`config.mk`:
```
export PLATFORM = sky130hd
export DESIGN_NAME = rtc_capture_sequencer
export DESIGN_NICKNAME = d
export VERILOG_FILES = /design/src/rtl/rtc_capture_sequencer.sv
export SDC_FILE = /design/constraint.sdc
export NUM_CORES = 1
export LEC_CHECK = 0
export ABC_CLOCK_PERIOD_IN_PS = 1550
export CAP_MARGIN = 20
export CORE_ASPECT_RATIO = 0.8
export CORE_MARGIN = 2
export CORE_UTILIZATION = 29
export CTS_CLUSTER_SIZE = 28
export DETAILED_ROUTE_END_ITERATION = 6
export SYNTH_ARGS = -nofsm -noshare
export SYNTH_HDL_FRONTEND = slang
export SYNTH_SLANG_ARGS = --single-unit
export TNS_END_PERCENT = 20
```
`constraint.sdc`:
```
create_clock -name clk -period 1.55 [get_ports clk]
set_input_delay 0.155 -clock clk [delete_from_list [all_inputs] [get_ports clk]]
set_output_delay 0.155 -clock clk [all_outputs]
set_load 0.05 [all_outputs]
```
`src/rtl/rtc_capture_sequencer.sv`:
```
// rtl/rtc_capture_sequencer.sv - per-frame RTC field sweep into the display field register file
// Optional build macro RTC_ACK_TIMEOUT_EN: bounded ack wait with 8'hFF substitution and sticky err.
module rtc_capture_sequencer #(
    parameter int N_RELOJ     = 9,
    parameter int N_TEMP      = 13,
    parameter int TIMEOUT_CYC = 15
) (
    input  logic       clk,
    input  logic       reset,
    input  logic       frame_tick,
    input  logic       temporizador,
    input  logic       rtc_ack,
    input  logic [7:0] rtc_dato,
    output logic       rtc_req,
    output logic [3:0] rtc_addr,
    output logic       wr_en,
    output logic [3:0] wr_addr,
    output logic [7:0] wr_data,
    output logic       busy,
    output logic       done,
    output logic       overrun,
    output logic       err
);

    typedef enum logic [1:0] {
        S_IDLE  = 2'd0,
        S_REQ   = 2'd1,
        S_WRITE = 2'd2,
        S_DONE  = 2'd3
    } state_t;

    localparam logic [3:0] CNT_RELOJ = 4'(N_RELOJ);
    localparam logic [3:0] CNT_TEMP  = 4'(N_TEMP);

    state_t     state_q, state_d;
    logic [3:0] idx_q, idx_d;
    logic [3:0] count_q, count_d;
    logic [7:0] data_q, data_d;
    logic       overrun_q, overrun_d;

`ifdef RTC_ACK_TIMEOUT_EN
    localparam logic [3:0] TMO_LIMIT = 4'(TIMEOUT_CYC);
    logic [3:0] tmo_q, tmo_d;
    logic [3:0] tmo_inc;
    logic       err_q, err_d;
`endif

    // State register and datapath registers
    always_ff @(posedge clk or posedge reset) begin
        if (reset) begin
            state_q   <= S_IDLE;
            idx_q     <= 4'd0;
            count_q   <= CNT_RELOJ;
            data_q    <= 8'd0;
            overrun_q <= 1'b0;
`ifdef RTC_ACK_TIMEOUT_EN
            tmo_q     <= 4'd0;
            err_q     <= 1'b0;
`endif
        end else begin
            state_q   <= state_d;
            idx_q     <= idx_d;
            count_q   <= count_d;
            data_q    <= data_d;
            overrun_q <= overrun_d;
`ifdef RTC_ACK_TIMEOUT_EN
            tmo_q     <= tmo_d;
            err_q     <= err_d;
`endif
        end
    end

    // Next-state and datapath update
    always_comb begin
        state_d   = state_q;
        idx_d     = idx_q;
        count_d   = count_q;
        data_d    = data_q;
        overrun_d = frame_tick && (state_q != S_IDLE);
`ifdef RTC_ACK_TIMEOUT_EN
        tmo_d     = tmo_q;
        tmo_inc   = tmo_q + 4'd1;
        err_d     = err_q;
`endif
        case (state_q)
            S_IDLE: begin
                if (frame_tick) begin
                    // Field count is frozen here; temporizador is not looked at again mid-sweep.
                    count_d = temporizador ? CNT_TEMP : CNT_RELOJ;
                    idx_d   = 4'd0;
                    state_d = S_REQ;
`ifdef RTC_ACK_TIMEOUT_EN
                    tmo_d   = 4'd0;
                    err_d   = 1'b0;
`endif
                end
            end
            S_REQ: begin
                if (rtc_ack) begin
                    data_d  = rtc_dato;
                    state_d = S_WRITE;
                end
`ifdef RTC_ACK_TIMEOUT_EN
                else if (tmo_inc == TMO_LIMIT) begin
                    data_d  = 8'hFF;
                    err_d   = 1'b1;
                    state_d = S_WRITE;
                end else begin
                    tmo_d = tmo_inc;
                end
`endif
            end
            S_WRITE: begin
                if (idx_q == count_q - 4'd1) begin
                    state_d = S_DONE;
                end else begin
                    idx_d   = idx_q + 4'd1;
                    state_d = S_REQ;
`ifdef RTC_ACK_TIMEOUT_EN
                    tmo_d   = 4'd0;
`endif
                end
            end
            S_DONE: begin
                state_d = S_IDLE;
            end
            default: begin
                state_d = S_IDLE;
            end
        endcase
    end

    // Moore outputs; addresses and data are zeroed outside their strobe states
    always_comb begin
        rtc_req  = 1'b0;
        rtc_addr = 4'd0;
        wr_en    = 1'b0;
        wr_addr  = 4'd0;
        wr_data  = 8'd0;
        busy     = 1'b0;
        done     = 1'b0;
        case (state_q)
            S_REQ: begin
                rtc_req  = 1'b1;
                rtc_addr = idx_q;
                busy     = 1'b1;
            end
            S_WRITE: begin
                wr_en   = 1'b1;
                wr_addr = idx_q;
                wr_data = data_q;
                busy    = 1'b1;
            end
            S_DONE: begin
                done = 1'b1;
                busy = 1'b1;
            end
            default: begin
                busy = 1'b0;
            end
        endcase
    end

    assign overrun = overrun_q;

`ifdef RTC_ACK_TIMEOUT_EN
    assign err = err_q;
`else
    assign err = 1'b0;
`endif

endmodule

```
After elaboration in Yosys (flattened, before gate mapping) --
Index checks and enable logic that the tools add are counted.
Word-level totals: memory bits (writable) 0, bits in read-only memories 0, bits of input ports 13, memories 0, latch bits 0, register bits 19
Operators by class: bitwise operators 0, div/mod/pow operators 0, reduce and logical (&&, ||, !) cells 9, multiply operators 0, equality and inequality tests 7, multiplexer cells 15, add/sub/neg operators 2, $lt $le $gt $ge 0, shift operators 0
Operators with widths (number):
- two-way mux 4 bit | 4
- two-way mux 8 bit | 1
- case mux 2 bit (4 select lines) | 1
- case mux 4 bit (2 select lines) | 1
- two-way mux 2 bit | 3
- inequality test 2 bit (second input constant) | 3
- AND reduction 2 bit | 3
- adder 4 x 1 -> 4 bit (second input constant) | 1
- == test 2 bit (second input constant) | 2
- == test 4 bit | 1
- two-way mux 1 bit | 4
- nonzero test 2 bit | 2
- subtractor 4 x 1 -> 4 bit (second input constant) | 1
- two-way mux 3 bit | 1
- AND reduction 3 bit | 1
- OR reduction 3 bit | 1
- == test 2 x 1 -> 1 bit (second input constant) | 1
- zero test 2 bit | 1
- logical AND 1 bit | 1

Longest topological paths before layout --
Gate-level depths: netlist of the first run.
depth in word-level cells 4, depth in mapped cells 5, gate-level depth less buffers 5

Worst setup path before layout of the first run --
OpenSTA, ideal clock, no wires.
kind reg2out, start point register state_q[1], end point output port rtc_addr[0], path slack -0.228 ns, arrival time 1.623 ns, cell stages (with the launch flop) 5, path buffers 1, cells stage by stage dfrtp_1 > buf_2 > nor2b_4 > inv_1 > nor2_1
Between the ends: word-level cells in the longest chain between the ends 2
Ends and longest elaborated chain:
- from (decl) | line 35 | state_t state_q, state_d;
- from (signal assigned) | line 61 | state_q <= state_d;
- == test 2 x 1 -> 1 bit | line 142 | case (state_q)
- two-way mux 4 bit | line 142
- to (decl) | line 15 | output logic [3:0] rtc_addr,
Every way passes these cells.

Final worst setup path of the first run --
start point register state_q[1], end point output port wr_data[7]
Between the ends: word-level cells in the longest chain between the ends 2
Ends and longest elaborated chain:
- == test 2 bit | line 142
- two-way mux 8 bit | line 142
- to (decl) | line 18 | output logic [7:0] wr_data,
Every way passes these cells.

==> results of run 1 <==
==> cell families after synthesis <==
kind of cell / synth area share
buf+inv: 0.04240
compound gates: 0.08041
xor+xnor: 0.01024
mux: 0.1564
simple gates: 0.2091
flops: 0.4678
other cells: 0.004382
fa+ha+maj: 0.02924
==> registers in the layout, indices dropped and copies added, names as in the netlist <==
register	cells
data_q	8
idx_q	4
state_q	2
count_q	1
overrun	1
==> worst reg2reg max path: stages (launching register included) <==
cell and delay, ns:
dfrtp_1 0.34, inv_1 0.08, ha_2 0.19, and3_4 0.19
a211o_1 0.29, mux2_2 0.27
==> placed cells by master, fill, tap and decap left out <==
| cell | netlist | layout |
|---|---|---|
| nand2_1 | 2 | 2 |
| nor2_4 | 0 | 1 |
| and2_2 | 2 | 1 |
| a211o_1 | 1 | 1 |
| dfrtp_1 | 16 | 14 |
| clkdlybuf4s50_1 | 0 | 12 |
| nand3_1 | 1 | 1 |
| nor2b_4 | 1 | 1 |
| mux2_2 | 11 | 11 |
| a22o_2 | 2 | 2 |
| nor2_1 | 5 | 3 |
| buf_12 | 0 | 21 |
| a21oi_1 | 3 | 3 |
| mux2i_1 | 1 | 1 |
| nand2_2 | 1 | 1 |
| conb_1 | 1 | 1 |
| and2_4 | 0 | 5 |
| ha_1 | 2 | 1 |
| o21ai_0 | 1 | 1 |
| a21boi_0 | 1 | 1 |
| inv_2 | 0 | 1 |
| o22ai_1 | 1 | 1 |
| nor2_2 | 0 | 1 |
| dfrtp_2 | 0 | 2 |
| ha_2 | 0 | 1 |
| a31oi_1 | 1 | 1 |
| inv_1 | 5 | 4 |
| and3_4 | 1 | 1 |
| and2b_1 | 1 | 1 |
| xnor2_1 | 1 | 1 |
| and2_1 | 14 | 10 |
| buf_4 | 1 | 8 |
| nand4_1 | 1 | 1 |
| clkbuf_8 | 0 | 4 |
==> worst max path at each step <==
| stage | start | end | cells after the start |
|---|---|---|---|
| detailed placement | idx_q[1]$_DFFE_PP0P_ | idx_q[0]$_DFFE_PP0P_ | 5 |
| global placement | idx_q[1]$_DFFE_PP0P_ | idx_q[0]$_DFFE_PP0P_ | 5 |
| global route | state_q[0]$_DFFE_PP0P_ | wr_data[5] | 4 |
| floorplan | state_q[1]$_DFFE_PP0P_ | wr_addr[1] | 4 |
| CTS | state_q[1]$_DFFE_PP0P_ | wr_addr[1] | 4 |
| finish | state_q[1]$_DFFE_PP0P_ | wr_data[7] | 4 |
==> through the flow <==
stage | worst slack, ns | total power, uW | area, um^2 | std cells
CTS | 0.0006949 | 2772 | 1560 | 159
finish | 0.007050 | 2758 | 1568 | 159
floorplan | -0.09002 | 1619 | 867.1 | 79
global route | -0.03458 | 2928 | 1568 | 159
detailed placement | 0.01757 | 2339 | 1483 | 153
global placement | 0.06806 | 2305 | 1483 | 153
==> power groups by stage <==
stage | Clock [uW] | Combinational, uW | Sequential [uW]
after floorplan | 0 | 893 | 726
after global placement | 0 | 1570 | 736
after detailed placement | 0 | 1600 | 739
after CTS | 388 | 1680 | 709
after global routing | 403 | 1790 | 738
final | 371 | 1680 | 710
==> area by class of cell <==
type / instances / area share
clock buffer: 4 / 0.03512
inverter: 5 / 0.01197
multi-input combinational: 55 / 0.2825
sequential: 16 / 0.2570
tap: 38 / 0.03033
timing repair buffer: 41 / 0.3831
==> metal layers <==
metal / track usage / vias to the layer above
met3: 0.06237 / 2
li1: - / 344
met2: 0.2182 / 24
met1: 0.1551 / 341
met4: 0.04965 / 0
met5: 0 / -
==> repair_timing <==
action / in CTS / in global routing
buffers inserted: 2 / 0
endpoints found under the setup margin: 14 / 13
pin swaps: 0 / 1
gates resized for setup: 5 / 4
==> flow_metrics.tcl, run 1 <==
set metrics [dict create \
    fmax_mhz 648.1 \
    cts_tree "built" \
    critPathMaxStageDelay_ns 0.45 \
    ctsLongestPathBuffers 2 \
    numCtsBuffers 3 \
    synthArstFlopShare 1.000 \
    initialDrtViolationCount 21 \
    final_util 0.5626 \
    wl_per_cell_um 12.38 \
    period_share 0.9955 \
    synthCells 79 \
    path_max_fanout 16 \
    reg2reg_setup_slack_ns 0.08 \
    ys_seq_area_frac 0.4678 \
    wl_met1_um 874 \
    reg2reg_from "idx_q[1]$_DFFE_PP0P_" \
    end_kind "primary output" \
    critPathKind "flop to primary output" \
    critPathTopFamily "flip-flops" \
    fp.dieW_um 64.74 \
    insertion_delay_ns 0.25 \
    fp.dieH_um 52.59 \
    first_global_vias 748 \
    syn_nets 94 \
    period_needed_ns 1.543 \
    fillers 229 \
    reg2reg_depth 5 \
    grt_max_degree 17 \
    p_leak_uw 0.0006904 \
    synth-edff-count 0 \
    area_growth_syn_to_layout_pct 83.19 \
    seq_power_share 0.257 \
    rows 17 \
    die-area_um2 3404 \
    drive_gt1_frac 0.5041 \
    maxSlewViolCount 0 \
    multi_input_area_um2 442.9 \
    clkTransAtPathRegs_ns 0.06 \
    numPortBuffers 33 \
    timing.rr.end "idx_q[0]$_DFFE_PP0P_" \
    setup_viol 0 \
    fin_skew_ns 0.001061 \
    whs_ns 0.2057 \
    switching_share 0.4035 \
    crit_path_frequent_cell "buf_12" \
    post-dp-hpwl_um 1470 \
    pwr_density_cell_nw_per_um2 1759 \
    final_hold_viol_count 0 \
    internal-power_uw 1645 \
    start_kind "flop" \
    overflow 0 \
    drt_first_pass_iters 3 \
    required_ns 1.39 \
    slowest_stage "dfrtp_2" \
    root_buffer "clkbuf_8" \
    hp-class "primary input to async pin" \
    synth_commonest_cells "dfrtp_1 (16), and2_1 (14), mux2_2 (11), inv_1 (5), nor2_1 (5)" \
    synth.most_common_cell "dfrtp_1" \
    cts_sinks 16 \
    dr.max_layer_used "met4" \
    drtAntennaViolNets 0 \
    ir_drop_mv 0.9280 \
    rsz0062_at_grt "yes" \
    hold_buffers 0 \
    netSwitchingPower_uw 1113 \
    grt_pass1_wl_um 3353 \
    status "finished, final reports clean" \
    route.met2.wl_um 927 \
    clkPwrFrac 0.135 \
    max-cap-violations 0 \
    diodes 0 \
    num-nets-final 137 \
    synth.distinct_cells 26 \
    ioPinCount 35 \
    register_area_um2 402.9 \
    drc 0 \
    syn_area_per_cell_um2 10.83 \
    synth_top_cell_by_area "dfrtp_1" \
    cp_cell_sequence "and2b_1, buf_12, and2_1, buf_12" \
    cts_max_level 1 \
    wl_met3_um 154 \
    start_util 0.3071 \
    syn_area_um2 855.8 \
    setup_tns_ns 0 \
    antenna_found_initial 0 \
    crit_arrival_ns 1.39 \
    synth-main-ff-cell "dfrtp_1" \
    postRouteWirelength_um 1968 \
    avgViaCountPerCell 4.472 \
    via_count 711 \
    p_comb_frac 0.608 \
    synth_top_area_frac 0.4678 \
    globalplace.congestion 0.7785 \
    yosys_warnings 0 \
    synthTopCellsByArea "dfrtp_1 (47%), mux2_2 (14%), and2_1 (10%)" \
    critPathBufInv 2 \
    core_um2 2786 \
    grt_usage 0.1341 \
    synth_seq_cells 16 \
]
(Power assumes the default switching activity.)
==> run 2: changes to the inputs <==
--- a/config.mk
+++ b/config.mk
@@ -9,9 +9,10 @@
 export CAP_MARGIN = 20
 export CORE_ASPECT_RATIO = 0.8
 export CORE_MARGIN = 2
-export CORE_UTILIZATION = 29
+export CORE_UTILIZATION = 37
 export CTS_CLUSTER_SIZE = 28
 export DETAILED_ROUTE_END_ITERATION = 6
+export PLACE_DENSITY = 0.73
 export SYNTH_ARGS = -nofsm -noshare
 export SYNTH_HDL_FRONTEND = slang
 export SYNTH_SLANG_ARGS = --single-unit
==> run 2 against run 1 <==
The flow now finishes with violations (negative setup slack). Global-route usage increased by 6.3 points. Hold slack got worse by 0.050 ns. Via count increased by 11%. Non-clock buffer count increased by 8. Clock power decreased by 24%. First-iteration DRC count decreased by 57%. Sequential power increased by 2%. Sequential share of layout area decreased by 1.4 points. Clock skew increased by 0.0048 ns. Register-to-register slack got worse by 0.02 ns. Cell area increased by 5.9%. Critical endpoint is now wr_addr[2]. Largest cell class unchanged.
==> flow_metrics.tcl, run 2 (synthesis gave the netlist of run 1 again) <==
set metrics [dict create \
    regMostFlops "data_q" \
    die-area_um2 2716 \
    startpoint "state_q[0]$_DFFE_PP0P_" \
    required_ns 1.39 \
    clkTransAtPathRegs_ns 0.10 \
    cts_sinks 16 \
    critPathTopFamily "simple AND/OR/NAND/NOR gates" \
    antenna_found_initial 0 \
    wl_per_cell_um 14.95 \
    final_hold_viol_count 0 \
    status "finished with violations" \
    insertion_delay_ns 0.29 \
    cp_cell_sequence "and2b_4, buf_12, and2_4, buf_12" \
    start_util 0.3931 \
    reg2reg_setup_slack_ns 0.06 \
    fillers 147 \
    ctsLongestPathBuffers 2 \
    p_leak_uw 0.0007453 \
    power_uw 2935 \
    reg_top3 "data_q x8, idx_q x4, state_q x2" \
    final_util 0.7626 \
    cts_max_level 1 \
    slowest_stage "dfrtp_2" \
    drtAntennaViolNets 0 \
    rows 15 \
    reg2reg_from "idx_q[1]$_DFFE_PP0P_" \
    setup_tns_ns -0.06450 \
    drive_gt1_frac 0.6202 \
    final_cell_mix "buf_12 (21), dfrtp_1 (14), and2_4 (13)" \
    multi_input_area_um2 475.5 \
    first_global_vias 861 \
    largest_register_ffs 8 \
    setup_viol 12 \
    setup_ws_ns -0.008349 \
    initialDrtViolationCount 9 \
    reg2reg_depth 5 \
    crit_arrival_ns 1.40 \
    violations "negative setup slack" \
    crit_path_frequent_cell "buf_12" \
    fmax_mhz 641.7 \
    timing.rr.end "idx_q[1]$_DFFE_PP0P_" \
    core_um2 2177 \
    end_kind "primary output" \
    hp-class "primary input to async pin" \
    numPortBuffers 33 \
    drc 0 \
    place_area_um2 1481 \
    diodes 0 \
    overflow 0 \
    path_max_fanout 8 \
    critPathBufInv 2 \
    critPathKind "flop to primary output" \
    grt_usage 0.1966 \
    globalplace.congestion 0.8600 \
    rsz0062_at_grt "yes" \
    ir_drop_mv 1.444 \
    cts_tree "built" \
    num-nets-final 145 \
    final_common_cell "buf_12" \
    fp.dieH_um 47.02 \
    final_area_um2 1660 \
    drt_first_pass_iters 4 \
    postRouteWirelength_um 2302 \
    numCtsBuffers 3 \
    area_growth_syn_to_layout_pct 94.01 \
    period_needed_ns 1.558 \
    register_area_um2 402.9 \
    ioPinCount 35 \
    fp.dieW_um 57.77 \
    max-cap-violations 0 \
    avgViaCountPerCell 5.130 \
    period_share 1.005 \
    grt_pass1_wl_um 3843 \
    via_count 790 \
    pwr_density_cell_nw_per_um2 1768 \
    maxSlewViolCount 0 \
    grt_max_degree 17 \
    start_kind "flop" \
    fin_skew_ns 0.005846 \
    root_buffer "clkbuf_4" \
    post-dp-hpwl_um 1614 \
    critPathMaxStageDelay_ns 0.41 \
]
[run 2: changes by cell type in the layout (fill, tap and decap cells not counted), sizes merged]
cell,before,now
buf,29,37
[run 2: tightest hold or removal path: cells and delay by family]
| family | cells | cell delay (ns) |
|---|---|---|
| buffers and inverters | 3 | 0.67 |
[run 2: worst max path at each step]
| stage | slack [ns] | depth (start not counted) | end |
|---|---|---|---|
| after global placement | 0.09 | 5 | idx_q[0]$_DFFE_PP0P_ |
| final | -0.008 | 4 | wr_addr[2] |
| after CTS | -0.04 | 4 | wr_addr[2] |
| after global routing | -0.06 | 4 | wr_data[1] |
| after floorplan | -0.09 | 4 | wr_addr[1] |
| after detailed placement | 0.04 | 5 | idx_q[0]$_DFFE_PP0P_ |
[run 2: routing by layer]
| layer | routed length, um | GRT usage |
|---|---|---|
| met1 | 883 | 0.2346 |
| met2 | 1255 | 0.3568 |
| met5 | 0 | 0 |
| met4 | 21 | 0.04186 |
| met3 | 143 | 0.06336 |
[run 2: layout make-up]
| class | count | share of cell area |
|---|---|---|
| Timing Repair Buffer | 49 | 0.4190 |
| Clock buffer | 4 | 0.02185 |
| Multi-Input combinational cell | 55 | 0.2864 |
| Inverter | 5 | 0.01130 |
| Tap cell | 25 | 0.01884 |
| Sequential cell | 16 | 0.2427 |
[run 2: power by group]
| group | switching, uW | leakage [uW] | internal [uW] |
|---|---|---|---|
| clock | 140 | 0.0000210 | 143 |
| combinational | 943 | 0.000529 | 985 |
| sequential | 121 | 0.000196 | 602 |
[run 2: metrics by stage]
stage / hold slack [ns] / std cells / worst slack [ns]
after CTS: 0.1542 / 153 / -0.04106
final: 0.1557 / 154 / -0.008349
after global routing: 0.1900 / 154 / -0.05703
after detailed placement: 0.4896 / 142 / 0.03596
after global placement: 0.4767 / 142 / 0.08917
after floorplan: 0.06874 / 79 / -0.09002
[run 2: what timing repair did]
action / in CTS / in global routing
buffers inserted: 6 / 1
resized for setup: 22 / 6
hold buffers: 0 / 0
cloned: 1 / 0
setup endpoints to repair: 15 / 21
pin swaps: 12 / 2
